`src/rtl/gate_sequencer_if.sv`:
```
// rtl/gate_sequencer_if.sv - sensor/tick inputs and door/slot status outputs of the gate sequencer
interface gate_sequencer_if;
  logic       tick;
  logic       entry_sensor;
  logic       exit_sensor;
  logic [1:0] exit_slot;
  logic [3:0] parking_slots;
  logic       door_open_light;
  logic       full_light;
  logic [2:0] capacity;
  logic [1:0] best_place;
  logic       entry_grant;
  logic       exit_grant;
  logic       exit_error;
  logic       busy;

  modport master (
    output tick, entry_sensor, exit_sensor, exit_slot,
    input  parking_slots, door_open_light, full_light, capacity, best_place,
           entry_grant, exit_grant, exit_error, busy
  );

  modport slave (
    input  tick, entry_sensor, exit_sensor, exit_slot,
    output parking_slots, door_open_light, full_light, capacity, best_place,
           entry_grant, exit_grant, exit_error, busy
  );
endinterface

```
`src/rtl/gate_sequencer.sv`:
```
// rtl/gate_sequencer.sv - shared barrier door sequencer: latches entry/exit requests,
// arbitrates fairly, allocates/frees one of four slots and times the door/full lights.
module gate_sequencer #(
  parameter int OPEN_TICKS = 3,
  parameter int FULL_TICKS = 2
) (
  input logic              clk,
  input logic              rst,
  gate_sequencer_if.slave  bus
);
  typedef enum logic [1:0] {S_IDLE, S_OPEN, S_REJECT} state_t;

  localparam int MAX_TICKS = (OPEN_TICKS > FULL_TICKS) ? OPEN_TICKS : FULL_TICKS;
  localparam int CW        = $clog2(MAX_TICKS + 1);
  localparam logic [CW-1:0] OPEN_LAST = CW'(OPEN_TICKS);
  localparam logic [CW-1:0] FULL_LAST = CW'(FULL_TICKS);

  state_t        state_q, state_d;
  logic [CW-1:0] cnt_q, cnt_d, cnt_inc;
  logic          entry_prev_q, exit_prev_q;
  logic          pend_entry_q, pend_entry_d, pend_exit_q, pend_exit_d;
  logic          last_exit_q, last_exit_d;
  logic [3:0]    slots_q, slots_d;
  logic [2:0]    cap_q, cap_d;
  logic [1:0]    best_q, best_d;
  logic          entry_grant_q, entry_grant_d;
  logic          exit_grant_q, exit_grant_d;
  logic          exit_error_q, exit_error_d;
  logic          door_q, full_q, busy_q;
  logic          serve_entry, serve_exit;
  logic [1:0]    free_idx;
  logic          entry_rise, exit_rise;

  function automatic logic [2:0] ones4(input logic [3:0] v);
    return {2'b00, v[0]} + {2'b00, v[1]} + {2'b00, v[2]} + {2'b00, v[3]};
  endfunction

  assign entry_rise = bus.entry_sensor & ~entry_prev_q;
  assign exit_rise  = bus.exit_sensor & ~exit_prev_q;
  assign cnt_inc    = cnt_q + CW'(1);

  // Lowest-index free slot; only meaningful when the lot is not full.
  always_comb begin
    free_idx = 2'd0;
    for (int i = 3; i >= 0; i--) begin
      if (!slots_q[i]) free_idx = 2'(i);
    end
  end

  always_comb begin
    state_d       = state_q;
    cnt_d         = cnt_q;
    slots_d       = slots_q;
    best_d        = best_q;
    last_exit_d   = last_exit_q;
    entry_grant_d = 1'b0;
    exit_grant_d  = 1'b0;
    exit_error_d  = 1'b0;
    serve_entry   = 1'b0;
    serve_exit    = 1'b0;

    case (state_q)
      S_IDLE: begin
        // With both pending, the direction not served last time goes first.
        if (pend_entry_q && (!pend_exit_q || last_exit_q)) serve_entry = 1'b1;
        else if (pend_exit_q)                              serve_exit  = 1'b1;

        if (serve_entry) begin
          last_exit_d = 1'b0;
          cnt_d       = '0;
          if (slots_q != 4'b1111) begin
            slots_d       = slots_q | (4'b0001 << free_idx);
            best_d        = free_idx;
            entry_grant_d = 1'b1;
            state_d       = S_OPEN;
          end else begin
            state_d = S_REJECT;
          end
        end

        if (serve_exit) begin
          last_exit_d = 1'b1;
          cnt_d       = '0;
          if (slots_q[bus.exit_slot]) begin
            slots_d      = slots_q & ~(4'b0001 << bus.exit_slot);
            exit_grant_d = 1'b1;
            state_d      = S_OPEN;
          end else begin
            exit_error_d = 1'b1;
          end
        end
      end
      S_OPEN: begin
        if (bus.tick) begin
          if (cnt_inc == OPEN_LAST) begin
            state_d = S_IDLE;
            cnt_d   = '0;
          end else begin
            cnt_d = cnt_inc;
          end
        end
      end
      S_REJECT: begin
        if (bus.tick) begin
          if (cnt_inc == FULL_LAST) begin
            state_d = S_IDLE;
            cnt_d   = '0;
          end else begin
            cnt_d = cnt_inc;
          end
        end
      end
      default: state_d = S_IDLE;
    endcase

    // A new edge on the same cycle as service re-arms the request.
    pend_entry_d = (pend_entry_q & ~serve_entry) | entry_rise;
    pend_exit_d  = (pend_exit_q & ~serve_exit) | exit_rise;
    cap_d        = 3'd4 - ones4(slots_d);
  end

  always_ff @(posedge clk or posedge rst) begin
    if (rst) begin
      state_q       <= S_IDLE;
      cnt_q         <= '0;
      entry_prev_q  <= 1'b0;
      exit_prev_q   <= 1'b0;
      pend_entry_q  <= 1'b0;
      pend_exit_q   <= 1'b0;
      last_exit_q   <= 1'b1;
      slots_q       <= 4'b0000;
      cap_q         <= 3'd4;
      best_q        <= 2'd0;
      entry_grant_q <= 1'b0;
      exit_grant_q  <= 1'b0;
      exit_error_q  <= 1'b0;
      door_q        <= 1'b0;
      full_q        <= 1'b0;
      busy_q        <= 1'b0;
    end else begin
      state_q       <= state_d;
      cnt_q         <= cnt_d;
      entry_prev_q  <= bus.entry_sensor;
      exit_prev_q   <= bus.exit_sensor;
      pend_entry_q  <= pend_entry_d;
      pend_exit_q   <= pend_exit_d;
      last_exit_q   <= last_exit_d;
      slots_q       <= slots_d;
      cap_q         <= cap_d;
      best_q        <= best_d;
      entry_grant_q <= entry_grant_d;
      exit_grant_q  <= exit_grant_d;
      exit_error_q  <= exit_error_d;
      door_q        <= (state_d == S_OPEN);
      full_q        <= (state_d == S_REJECT);
      busy_q        <= (state_d != S_IDLE);
    end
  end

  assign bus.parking_slots   = slots_q;
  assign bus.door_open_light = door_q;
  assign bus.full_light      = full_q;
  assign bus.capacity        = cap_q;
  assign bus.best_place      = best_q;
  assign bus.entry_grant     = entry_grant_q;
  assign bus.exit_grant      = exit_grant_q;
  assign bus.exit_error      = exit_error_q;
  assign bus.busy            = busy_q;
endmodule

```
`src/flat_wrapper.sv`:
```
// flat-port wrapper written by rule: the top's interface ports become plain ports
module gate_sequencer_flat 
#(
  parameter int OPEN_TICKS = 3,
  parameter int FULL_TICKS = 2
)
  (clk, rst, bus_tick, bus_entry_sensor, bus_exit_sensor, bus_exit_slot, bus_parking_slots, bus_door_open_light, bus_full_light, bus_capacity, bus_best_place, bus_entry_grant, bus_exit_grant, bus_exit_error, bus_busy);
  gate_sequencer_if bus_i ();
  input logic clk;
  input logic rst;
  input wire logic [$bits(bus_i.tick)-1:0] bus_tick;
  input wire logic [$bits(bus_i.entry_sensor)-1:0] bus_entry_sensor;
  input wire logic [$bits(bus_i.exit_sensor)-1:0] bus_exit_sensor;
  input wire logic [$bits(bus_i.exit_slot)-1:0] bus_exit_slot;
  output wire logic [$bits(bus_i.parking_slots)-1:0] bus_parking_slots;
  output wire logic [$bits(bus_i.door_open_light)-1:0] bus_door_open_light;
  output wire logic [$bits(bus_i.full_light)-1:0] bus_full_light;
  output wire logic [$bits(bus_i.capacity)-1:0] bus_capacity;
  output wire logic [$bits(bus_i.best_place)-1:0] bus_best_place;
  output wire logic [$bits(bus_i.entry_grant)-1:0] bus_entry_grant;
  output wire logic [$bits(bus_i.exit_grant)-1:0] bus_exit_grant;
  output wire logic [$bits(bus_i.exit_error)-1:0] bus_exit_error;
  output wire logic [$bits(bus_i.busy)-1:0] bus_busy;
  assign bus_i.tick = bus_tick;
  assign bus_i.entry_sensor = bus_entry_sensor;
  assign bus_i.exit_sensor = bus_exit_sensor;
  assign bus_i.exit_slot = bus_exit_slot;
  assign bus_parking_slots = bus_i.parking_slots;
  assign bus_door_open_light = bus_i.door_open_light;
  assign bus_full_light = bus_i.full_light;
  assign bus_capacity = bus_i.capacity;
  assign bus_best_place = bus_i.best_place;
  assign bus_entry_grant = bus_i.entry_grant;
  assign bus_exit_grant = bus_i.exit_grant;
  assign bus_exit_error = bus_i.exit_error;
  assign bus_busy = bus_i.busy;
  gate_sequencer #(.OPEN_TICKS(OPEN_TICKS), .FULL_TICKS(FULL_TICKS)) u_core (.clk(clk), .rst(rst), .bus(bus_i));
endmodule
```
`config.mk`:
```
export PLATFORM = sky130hd
export DESIGN_NAME = gate_sequencer_flat
export DESIGN_NICKNAME = d
export VERILOG_FILES = /design/src/rtl/gate_sequencer_if.sv /design/src/rtl/gate_sequencer.sv /design/src/flat_wrapper.sv
export SDC_FILE = /design/constraint.sdc
export NUM_CORES = 1
export LEC_CHECK = 0
export CORE_MARGIN = 2
export CORE_UTILIZATION = 54
export DETAILED_ROUTE_END_ITERATION = 6
export PLACE_DENSITY = 0.84
export SLEW_MARGIN = 20
export SYNTH_ARGS = -nofsm -noshare
export SYNTH_HDL_FRONTEND = slang
export SYNTH_SLANG_ARGS = --single-unit
```
`constraint.sdc`:
```
create_clock -name clk -period 3.72 [get_ports clk]
set_input_delay 0.744 -clock clk [delete_from_list [all_inputs] [get_ports clk]]
set_output_delay 0.744 -clock clk [all_outputs]
set_load 0.005 [all_outputs]
```
Word level (Yosys, flattened, before mapping)
Index checks and enable logic that the tools add are counted.
{"block": "totals", "register_bits": 24, "inputBits": 7, "elab_cells": 102}
{"block": "classes", "addsub": 5, "magnitude_cmp": 1, "eq_ne": 10, "n_shift": 2, "n_mux": 45, "bitwise_logic": 13, "n_reduce_logical": 10}
{"op": "two-way mux 2 bit", "count": 18}
{"op": "two-way mux 4 bit", "count": 5}
{"op": "two-way mux 1 bit", "count": 19}
{"op": "one-hot mux 2 bit (3 select lines)", "count": 2}
{"op": "equality test 2 bit (second input constant)", "count": 4}
{"op": "left shift 1 x 2 -> 4 bit (first input constant)", "count": 2}
{"op": "adder 3 x 1 -> 3 bit", "count": 2}
{"op": "bitwise AND 1 bit", "count": 4}
{"op": "bitwise AND 4 bit", "count": 1}
{"op": "equality test 2 x 1 -> 1 bit (second input constant)", "count": 2}
{"op": "inequality test 2 bit (second input constant)", "count": 2}
{"op": "inequality test 4 bit (second input constant)", "count": 1}
{"op": "inverter 1 bit", "count": 4}
{"op": "inverter 4 bit", "count": 1}
{"op": "bitwise OR 4 bit", "count": 1}
{"op": "AND reduction 4 bit", "count": 1}
{"op": "nonzero test 2 bit", "count": 2}
{"op": "< comparator 2 x 3 -> 1 bit (second input constant)", "count": 1}
{"op": "inequality test 3 bit (second input constant)", "count": 1}
{"op": "AND reduction 3 bit", "count": 1}
{"op": "nonzero test 3 bit", "count": 1}
{"op": "subtractor 3 bit (first input constant)", "count": 1}
{"op": "adder 1 x 1 -> 2 bit", "count": 1}
{"op": "adder 2 x 1 -> 2 bit (second input constant)", "count": 1}
{"op": "7 further kinds", "count": 8}

Depth between registers and ports, before layout
{"block": "logic_depth", "ltp_word": 15, "depth_mapped": 11, "depth_no_buf": 11}

Worst setup path before layout
No wires, ideal clock.
{"block": "synth_path", "path_kind": "reg2reg", "from": "register u_core.state_q[0]", "to": "register u_core.cap_q[2], in the netlist u_core.bus.capacity[2]", "setup_ps": 75, "arrival_time_ps": 2258, "required_ps": 3645, "setup_slack_ps": 1387, "path_stages_with_launch": 12, "period_less_slack_ps": 2333, "path_cell_list": "dfrtp_1 -> inv_1 -> ha_1 -> nand2_1 -> nor2_1 -> nand2_1 -> o41ai_1 -> ha_1 -> ha_1 -> inv_1 -> ha_1 -> xor2_1"}
{"item": "start, declared", "line": "gate_sequencer.sv:18", "source": "state_t state_q, state_d;"}
{"item": "start signal, assigned", "line": "gate_sequencer.sv:141", "source": "state_q <= state_d;"}
{"item": "logical NOT 2 bit", "line": "gate_sequencer.sv:62", "source": "case (state_q)"}
{"item": "two-way mux 4 bit", "line": "gate_sequencer.sv:62"}
{"item": "named net u_core.slots_d[3]", "line": "gate_sequencer.sv:23", "source": "logic [3:0] slots_q, slots_d;"}
{"item": "adder 3 x 1 -> 3 bit", "line": "gate_sequencer.sv:35", "source": "return {2'b00, v[0]} + {2'b00, v[1]} + {2'b00, v[2]} + {2'b00, v[3]};"}
{"item": "subtractor 3 bit", "line": "gate_sequencer.sv:119", "source": "cap_d = 3'd4 - ones4(slots_d);"}
{"item": "named net u_core.cap_d[2]", "line": "gate_sequencer.sv:24", "source": "logic [2:0] cap_q, cap_d;"}
{"item": "end signal, assigned", "line": "gate_sequencer.sv:149", "source": "cap_q <= cap_d;"}
{"item": "end, declared", "line": "gate_sequencer.sv:24"}
The timed path passes the listed nets, and every way through them passes these cells.
A chain may end at the register's enable or synchronous reset.

Worst setup path in the final report
{"block": "layout_path", "from": "register u_core.state_q[1]", "to": "register u_core.cap_q[2], in the netlist u_core.bus.capacity[2]"}
{"block": "layout_between", "elab_chain_len": 6}
{"item": "logical NOT 2 bit", "line": "gate_sequencer.sv:62"}
{"item": "two-way mux 4 bit", "line": "gate_sequencer.sv:62"}
{"item": "named net u_core.slots_d[1]", "line": "gate_sequencer.sv:23"}
{"item": "adder 1 x 1 -> 2 bit", "line": "gate_sequencer.sv:35"}
{"item": "adder 3 x 1 -> 3 bit (2 in a row)", "line": "gate_sequencer.sv:35"}
{"item": "subtractor 3 bit", "line": "gate_sequencer.sv:119"}
{"item": "named net u_core.cap_d[2]", "line": "gate_sequencer.sv:24"}
The timed path passes the listed nets, and every way through them passes these cells.

==> impl_metrics.ini <==
[finish]
nets = 156
fin_area_um2 = 1460
drive_above_1_share_pct = 9.42
layout_commonest_cell = dfrtp_1
antenna_cells = 0
syn_to_final_growth_pct = 23.7
nFillCells = 146
final_cell_mix = dfrtp_1 (22), clkdlybuf4s50_1 (21), inv_1 (14), nand2_1 (13), ha_1 (10)
regArea_um2 = 603
multi_input_area_um2 = 527
final_core_util_pct = 72.3

[sta]
worstMarginPinSlew_ns = 0.866
fin_skew_ns = 0.00485
setup_viol = 0
rsz0062_at_grt = false
max_slew_margin_pct = 42.2
drv_slew = 0
fin_tns_setup_ns = 0
min_period_ns = 2.83
finalHoldViolations = 0
min_period_over_period_pct = 76.2
clock.fmax_mhz = 353

[cts]
cts.sinks = 24
cts_resized = 0
clkTransAtPathRegs_ns = 0.13
cts-buffers-inserted = 3
cts_root_buf = clkbuf_4
cts_tree = done
ctsHtreeMaxLevel = 1
cts_buffer_depth = 2
clk_latency_ns = 0.31
holdBufCountCts = 0
cts_setup_buffers = 0

[grt]
grt_usage_pct = 21.3
grt_pass1_wl_mm = 4.15
grt_pass1_vias = 964
grt_overflow = 0
antenna_found_initial = 0
grt_max_degree = 25

[synth]
syn_avg_cell_area_um2 = 10.5
yosys.area.top_type = dfrtp_1
ys_types = 33
yosys_warnings = 0
synth_top_area_share_pct = 46.6
synthesis.nets = 130
async_flop_share_pct = 100
yosysSeqAreaShare_pct = 51.0
synthTopCellsByArea = dfrtp_1 (47%), ha_1 (11%), dfstp_2 (4.4%)
netlist_area_um2 = 1180
syn_inst = 113
synth-edff-count = 0
synth_seq_cells = 24
synth_ff_type = dfrtp_1

[worst_setup_path]
end_kind = flop
crit_chain = inv_1 > ha_1 > nand2_1 > nor2_1 > nand2_1 > o21ai_0 > ha_1 > inv_1 > ha_1 > ha_1 > xor2_1
worstPathArrival_ns = 3.08
crit_fanout = 8
start_kind = flop
required_ns = 3.97
crit_family = adder cells
setup.worst_path.class = reg2reg
cp_common_cell = ha_1
slowest_stage = dfrtp_1
max_stage_delay_ns = 0.45
crit_buf_inv = 2

[floorplan]
ios = 22
die_h_um = 50.8
start_util_pct = 58.5
std_cell_rows = 16
dieArea_um2 = 2580
die_x_um = 50.8
coreArea_um2 = 2020

[placed_design]
gp_congestion = 0.894
numPortBuffers = 21
dp_hpwl_mm = 1.71
dpl-instance-area_um2 = 1430

[outcome]
status = finished clean

[routing]
firstDrtPassIters = 4
drt-vias-per-instance = 5.78
ant_nets = 0
drc_errors = 0
postRouteWirelength_mm = 2.32
via_count = 953
wl_per_cell_um = 14.1
first_iter_violations = 21

[power]
leakage_nw = 0.693
p_per_area_nw_per_um2 = 917
peakVddDrop_mv = 0.586

[job]
maxCapViolCount = 0

[min_path]
hold_path.class = reg2reg
-- worst register-to-register path, delay by kind of cell, from the launching register on --
family | cells | cell delay, ns
AO/OA/AOI/OAI | 1 | 0.39
buffers and inverters | 2 | 0.20
adder cells (fa/ha/maj) | 4 | 0.97
XOR/XNOR | 1 | 0.14
flip-flops | 1 | 0.45
AND/OR/NAND/NOR | 3 | 0.62
-- Yosys cell counts (all sizes together) (2+ instances only) --
| master | n |
|---|---|
| inv | 14 |
| dfstp | 2 |
| o21ai | 8 |
| a21oi | 5 |
| a31oi | 2 |
| nand3 | 3 |
| ha | 10 |
| nand2 | 13 |
| dfrtp | 22 |
| nand4 | 2 |
| nor2b | 2 |
| or4 | 2 |
| nor2 | 7 |
| nor3 | 2 |
| nor4 | 2 |
-- metrics by stage --
stage                     hold WS [ns]  setup slack, ns  instances  power, W
after floorplan                  0.400             1.39        113  0.000923
after global placement           0.409            0.945        161   0.00116
after detailed placement         0.416            0.883        161   0.00121
after CTS                        0.434            0.895        165   0.00135
after global routing             0.451            0.569        165   0.00147
final                            0.430            0.887        165   0.00134
-- cells by family after synthesis --
logic type / count (synthesis) / share of synthesized area [%]
AND/OR/NAND/NOR: 40 / 18.8
flip-flops: 24 / 51.0
AO/OA/AOI/OAI: 23 / 12.5
buffers and inverters: 14 / 4.44
adder cells (fa/ha/maj): 10 / 10.6
XOR/XNOR: 1 / 0.741
multiplexers: 1 / 1.90
-- flip-flops by register name, summed over array words and instances, names as in the netlist, 2 cells and up --
| signal | flops |
|---|---|
| u_core.bus.best_place | 2 |
| u_core.bus.capacity | 3 |
| u_core.state_q | 2 |
| u_core.bus.parking_slots | 4 |
| u_core.cnt_q | 2 |
-- layer usage --
| metal | global-route usage [%] | part of all wire (%) |
|---|---|---|
| met1 | 27.9 | 46 |
| met3 | 2.98 | 4.6 |
| met2 | 35.5 | 47 |
| met4 | 9.01 | 2.8 |
| met5 | 0 | 0 |
-- where the power goes --
| part | total (W) | switching [W] | internal [W] |
|---|---|---|---|
| logic | 0.000720 | 0.000354 | 0.000366 |
| clock network | 0.000135 | 0.0000749 | 0.0000598 |
| registers | 0.000486 | 0.000102 | 0.000384 |
| total | 0.00134 | 0.000531 | 0.000810 |
-- final cells by class --
cell class,instances,area share [%]
clock buffer,4,2.48
inverter,14,3.59
multi-input combinational,75,36.0
sequential,24,41.2
tap,27,2.31
timing repair buffer,21,14.4
-- path summary, 6_finish.rpt --
kind | slack, ns | from | cells past startpoint | endpoint
setup / recovery | 0.89 | u_core.state_q[1]$_DFF_PP0_ | 11 | u_core.bus.capacity[2]$_DFF_PP1_
hold / removal | 0.43 | u_core.exit_prev_q$_DFF_PP0_ | 1 | u_core.pend_exit_q$_DFF_PP0_
setup reg to reg | 0.89 | u_core.state_q[1]$_DFF_PP0_ | 11 | u_core.bus.capacity[2]$_DFF_PP1_
hold reg to reg | 0.43 | u_core.exit_prev_q$_DFF_PP0_ | 1 | u_core.pend_exit_q$_DFF_PP0_
max in group asynchronous | 2.29 | rst | 2 | u_core.bus.full_light$_DFF_PP0_
min in group asynchronous | 0.90 | rst | 2 | u_core.bus.busy$_DFF_PP0_
(Power assumes the default switching activity.)
